## config.mk

```make
export PLATFORM = sky130hd
export DESIGN_NAME = mem_stage_loader
export DESIGN_NICKNAME = d
export VERILOG_FILES = /design/src/rtl/mem_pkg.sv /design/src/rtl/mem_stage_loader_uart_word_assembler.sv /design/src/rtl/mem_stage_loader.sv
export SDC_FILE = /design/constraint.sdc
export NUM_CORES = 1
export LEC_CHECK = 0
export ABC_CLOCK_PERIOD_IN_PS = 3100
export CORE_ASPECT_RATIO = 0.9
export CORE_MARGIN = 4
export CORE_UTILIZATION = 45
export CTS_BUF_LIST = sky130_fd_sc_hd__clkbuf_4 sky130_fd_sc_hd__clkbuf_8
export DETAILED_ROUTE_END_ITERATION = 8
export GPL_ROUTABILITY_DRIVEN = 0
export GPL_TIMING_DRIVEN = 0
export SLEW_MARGIN = 20
export SYNTH_ARGS = -nofsm -noshare
export SYNTH_HDL_FRONTEND = slang
export SYNTH_SLANG_ARGS = --single-unit
```

## constraint.sdc

```tcl
create_clock -name clk_neg -period 3.1 [get_ports clk_neg]
set_input_delay 0.62 -clock clk_neg [delete_from_list [all_inputs] [get_ports clk_neg]]
set_output_delay 0.62 -clock clk_neg [all_outputs]
set_load 0.01 [all_outputs]
```

## src/rtl/mem_pkg.sv

```systemverilog
// Shared types and defaults for the memory stage and its UART word loader.
package mem_pkg;

  localparam int unsigned DEF_DATA_W     = 16;
  localparam int unsigned DEF_ADDR_W     = 4;
  localparam int unsigned DEF_DEPTH      = 16;
  localparam int unsigned DEF_LOAD_WORDS = 16;

  typedef enum logic [1:0] {
    LD_IDLE = 2'd0,
    LD_LOAD = 2'd1,
    LD_DONE = 2'd2
  } loadState_t;

  function automatic int unsigned bytesPerWord(input int unsigned dataW);
    return dataW / 8;
  endfunction

endpackage

```

## src/rtl/mem_stage_loader_uart_word_assembler.sv

```systemverilog
// Packs a little-endian UART byte stream into DATA_W words; word is valid on the last byte.
module uart_word_assembler
  import mem_pkg::*;
#(
  parameter int unsigned DATA_W = DEF_DATA_W
) (
  input  logic              clk,
  input  logic              reset,
  input  logic              clear,
  input  logic [7:0]        byteIn,
  input  logic              byteValid,
  output logic [DATA_W-1:0] word,
  output logic              wordValid
);

  localparam int unsigned BPW   = bytesPerWord(DATA_W);
  localparam int unsigned IDX_W = (BPW > 1) ? $clog2(BPW) : 1;
  localparam logic [IDX_W-1:0] LastIdx = IDX_W'(BPW - 1);

  logic [IDX_W-1:0]  byteIdx;
  logic [DATA_W-1:0] lanes;

  // The completed word includes the byte arriving this cycle, so memory can take it on the same edge.
  always_comb begin
    word = lanes;
    word[8*int'(byteIdx) +: 8] = byteIn;
  end

  assign wordValid = byteValid && (byteIdx == LastIdx);

  always_ff @(posedge clk) begin
    if (reset || clear) begin
      byteIdx <= '0;
      lanes   <= '0;
    end else if (byteValid) begin
      lanes   <= word;
      byteIdx <= wordValid ? '0 : byteIdx + 1'b1;
    end
  end

endmodule

```

## src/rtl/mem_stage_loader.sv

```systemverilog
// Pipeline memory stage: data memory, pass-through to writeback, and a UART byte-stream loader.
module mem_stage_loader
  import mem_pkg::*;
#(
  parameter int unsigned DATA_W     = DEF_DATA_W,
  parameter int unsigned ADDR_W     = DEF_ADDR_W,
  parameter int unsigned DEPTH      = DEF_DEPTH,
  parameter int unsigned LOAD_WORDS = DEF_LOAD_WORDS
) (
  input  logic              clk_neg,
  input  logic              reset,
  input  logic              mem_write_m,
  input  logic [ADDR_W-1:0] addr_m,
  input  logic [DATA_W-1:0] alu_result_m,
  input  logic [7:0]        uart_byte,
  input  logic              uart_byte_valid,
  input  logic              load_start,
  output logic              mem_write_out,
  output logic [DATA_W-1:0] alu_result_out,
  output logic [DATA_W-1:0] mem_read_data_m,
  output logic              stall_m,
  output logic              load_busy,
  output logic              load_done,
  output logic [ADDR_W:0]   load_count
);

  localparam logic [ADDR_W:0]   LoadWordsC = (ADDR_W+1)'(LOAD_WORDS);
  localparam logic [ADDR_W-1:0] LastPtr    = ADDR_W'(LOAD_WORDS - 1);

  loadState_t        state;
  logic [ADDR_W-1:0] ptr;
  logic [ADDR_W:0]   loadCount;
  logic              loadDone;
  logic [DATA_W-1:0] mem [DEPTH];

  logic              loading;
  logic              addrInRange;
  logic              cpuWrite;
  logic              asmClear;
  logic              asmByteValid;
  logic [DATA_W-1:0] asmWord;
  logic              asmWordValid;

  assign loading      = (state == LD_LOAD);
  assign addrInRange  = (32'(addr_m) < DEPTH);
  assign cpuWrite     = mem_write_m && !loading && addrInRange;
  // A restart wins over a byte arriving on the same edge.
  assign asmClear     = !loading || load_start;
  assign asmByteValid = loading && uart_byte_valid && !load_start;

  uart_word_assembler #(
    .DATA_W(DATA_W)
  ) uAsm (
    .clk      (clk_neg),
    .reset    (reset),
    .clear    (asmClear),
    .byteIn   (uart_byte),
    .byteValid(asmByteValid),
    .word     (asmWord),
    .wordValid(asmWordValid)
  );

  always_ff @(posedge clk_neg) begin
    if (reset) begin
      state     <= LD_IDLE;
      ptr       <= '0;
      loadCount <= '0;
      loadDone  <= 1'b0;
      for (int unsigned i = 0; i < DEPTH; i++) begin
        mem[ADDR_W'(i)] <= '0;
      end
    end else begin
      if (cpuWrite) begin
        mem[addr_m] <= alu_result_m;
      end
      case (state)
        LD_IDLE, LD_DONE: begin
          if (load_start) begin
            state     <= LD_LOAD;
            ptr       <= '0;
            loadCount <= '0;
            loadDone  <= 1'b0;
          end
        end
        LD_LOAD: begin
          if (load_start) begin
            ptr       <= '0;
            loadCount <= '0;
          end else if (asmWordValid) begin
            mem[ptr] <= asmWord;
            if (loadCount != LoadWordsC) begin
              loadCount <= loadCount + 1'b1;
            end
            // ptr holds at the last slot so a session never wraps.
            if (ptr == LastPtr) begin
              state    <= LD_DONE;
              loadDone <= 1'b1;
            end else begin
              ptr <= ptr + 1'b1;
            end
          end
        end
        default: state <= LD_IDLE;
      endcase
    end
  end

  assign mem_write_out   = mem_write_m;
  assign alu_result_out  = alu_result_m;
  assign mem_read_data_m = addrInRange ? mem[addr_m] : '0;
  assign stall_m         = loading;
  assign load_busy       = loading;
  assign load_done       = loadDone;
  assign load_count      = loadCount;

endmodule

```

==> metrics.txt <==
status complete, no violations; RSZ-0062 raised after global routing yes; min-delay src load_start; pre-CTS setup slack -1190 ps; vias 8032; cts bufs inserted 48; total track usage 0.203; max-cap violation count 0; largest fanout on the critical path 10; buffers from clock root to sink, at most 3; DIE AREA 0.0317 mm^2; synthesized cell area 0.0130 mm^2; die height 169 um; final hold slack 395 ps; Simple-Gate Fraction of Synth Area 0.130; first-pass GRT wire length 49800 um; number of hold buffers added after cts 0; Synth Flop Type edfxtp_1; flops & latches, synth 285; WHS Endpoint load_done; remaining antenna violation count 0; Reg2Reg Depth 6; post-synthesis mux area share 0.142; async set-reset flop share out of synthesis 0; commonest non-fill, non-tap cell in the layout nor2_1; H-tree levels 2; vias in the first global route 8503; Detailed Route WL 31700 um; hold path depth 2; CTS Sinks 285; Yosys warnings 0; final setup fails 0; IO Count 74; drt via density 5.46; grt ovf 0; largest net degree at the start of global routing 17; Hold Vio Cnt, Final 0; Hold Path Class in -> reg; CTS root buf clkbuf_8; crit-path max cell delay 510 ps; DR iter-0 viols 725; Die Span X 187 um; FF-to-FF End mem[14][9]; crit path cell chain clkbuf_4 > buf_12 > buf_8 > mux4_2 > a22oi_1 > nand2_1 > clkdlybuf4s50_1; Compound-Gate Fraction of Synth Area 0.0478; Synth Instances 950; initial antenna violation count 1; worst rel slew slack 0.310; Max VDD drop 254 uV; highest clock rate 333 MHz; # rows 58; number of inserted diodes 0; Final Skew 25.7 ps; Max Transition Viols Final 0; dpl hpwl 22000 um; power density over the cells 549 mW/mm^2; Netlist cell types 48; Seq/Total Area, Yosys 0.636; fin crit share 0.968; Reg2Reg Setup Slack 360 ps; Worst Path Class, Setup in -> out; Leak 5.46 nW; xor and xnor area share after synthesis 0.00270; clock-pin slew on the worst setup and hold paths 50 ps; commonest non-fill, non-tap cells in the layout nor2_1 (269), edfxtp_1 (256), mux4_2 (64); core footprint 0.0282 mm^2; Worst Max-Slew Pin Slew 1040 ps; WL per Instance 21.6 um; crit end category output port; Setup WS post-layout 101 ps; worst reg2reg startpoint uAsm.byteIdx; port bufs 70; area share of fa/ha/maj cells after synthesis 0.00289; CTS tree built; crit start category primary input; Starting Density 0.460; Crit path required time 2480 ps; fraction of layout cells with a size suffix above 1 0.253; crit path DAT 2380 ps; DR DRC count 0; slowest CP cell mux4_2; largest family of logic cells by synthesized area multiplexers; fin nets 1109; P&R area growth vs syn 17.6%; post-layout min period 3000 ps; TritonRoute pass-1 iters 5; fin util 0.541; Synth Net Count 986; Post-synth EDFFs 256; Mean Syn Cell Area 13.7 um^2; Clock Latency Late Sink 560 ps
## worst max path at each step
| stage | from | endpoint | cells after the start |
|---|---|---|---|
| 3_5_place_dp | addr_m[1] | mem_read_data_m[14] | 7 |
| 6_report | addr_m[0] | mem_read_data_m[7] | 7 |
| 3_3_place_gp | addr_m[1] | mem_read_data_m[14] | 7 |
| 2_1_floorplan | addr_m[0] | mem_read_data_m[10] | 6 |
| 5_1_grt | addr_m[3] | mem_read_data_m[7] | 7 |
| 4_1_cts | addr_m[0] | mem_read_data_m[1] | 7 |
## power breakdown
| part | switching, mW | total, mW | internal, mW |
|---|---|---|---|
| Clock | 1.48 | 3.30 | 1.82 |
| Sequential | 0.0364 | 4.36 | 4.32 |
| Combinational | 0.418 | 0.737 | 0.318 |
## cell usage after synthesis, types with 3 or more instances
cell	count	area [um^2]
buf_4	20	150
nand2_1	55	206
mux2i_2	9	124
mux4_2	64	1440
a21oi_1	21	105
mux2_2	17	191
xnor2_1	4	35.0
edfxtp_1	256	7690
a22oi_2	13	163
nor3_2	4	40.0
buf_1	7	26.3
clkbuf_1	26	97.6
nor3_1	4	20.0
mux2i_1	9	90.1
inv_1	6	22.5
ha_1	3	37.5
dfxtp_1	29	581
nand2b_1	23	144
nor2b_1	6	37.5
a22oi_1	33	248
nor4_2	3	37.5
nand3_1	4	20.0
nor2_1	270	1010
buf_2	35	175
and2_1	4	25.0
## critical path: cells and delay by family
family / cells / cell delay, ps
muxes: 1 / 510
buffers and inverters: 4 / 990
AOI/OAI and AO/OA: 1 / 150
and+or+nand+nor: 1 / 100
## final cells by class
cell class,instances,area [um^2]
multi-input combinational,569,4250
sequential,285,8270
inverter,6,22.5
clock buffer,78,892
clock inverter,11,51.3
fill,2371,12900
tap,360,450
buffer,89,642
timing repair buffer,74,709
## state kept, by name (all words and copies together), names as in the netlist
name	count
load_count	5
load_done	1
mem	256
ptr	4
state	2
uAsm.byteIdx	1
uAsm.lanes	16
## cell families (layout without fill, tap and decap cells)
group | after synthesis | after routing
muxes | 99 | 99
adders and majority gates | 3 | 3
AOI/OAI and AO/OA | 78 | 78
buffers and inverters | 96 | 258
and+or+nand+nor | 385 | 385
DFF | 285 | 285
xor gates and xnor gates | 4 | 4
## metal layers
layer	vias to the layer above	track usage	routed length [um]
met5	-	0	0
met4	0	0.0501	549
met3	53	0.0302	1600
met2	227	0.319	15000
met1	4026	0.301	14600
li1	3726	-	-
## per-stage QoR
stage                     cell area (um^2)  power, mW  cells  setup TNS [ps]
after floorplan                      13000       4.85    950               0
after global routing                 15300       8.70   1472           -14.7
after global placement               14100       5.16   1380         -133390
after CTS                            15200       8.46   1470           -2.23
final                                15300       8.39   1472               0
after detailed placement             14100       5.17   1380         -140170
## what timing repair did
item | in CTS | in global routing
gates resized for setup | 64 | 17
setup buffers | 2 | 2
setup endpoints to repair | 16 | 70
(Power assumes the default switching activity.)
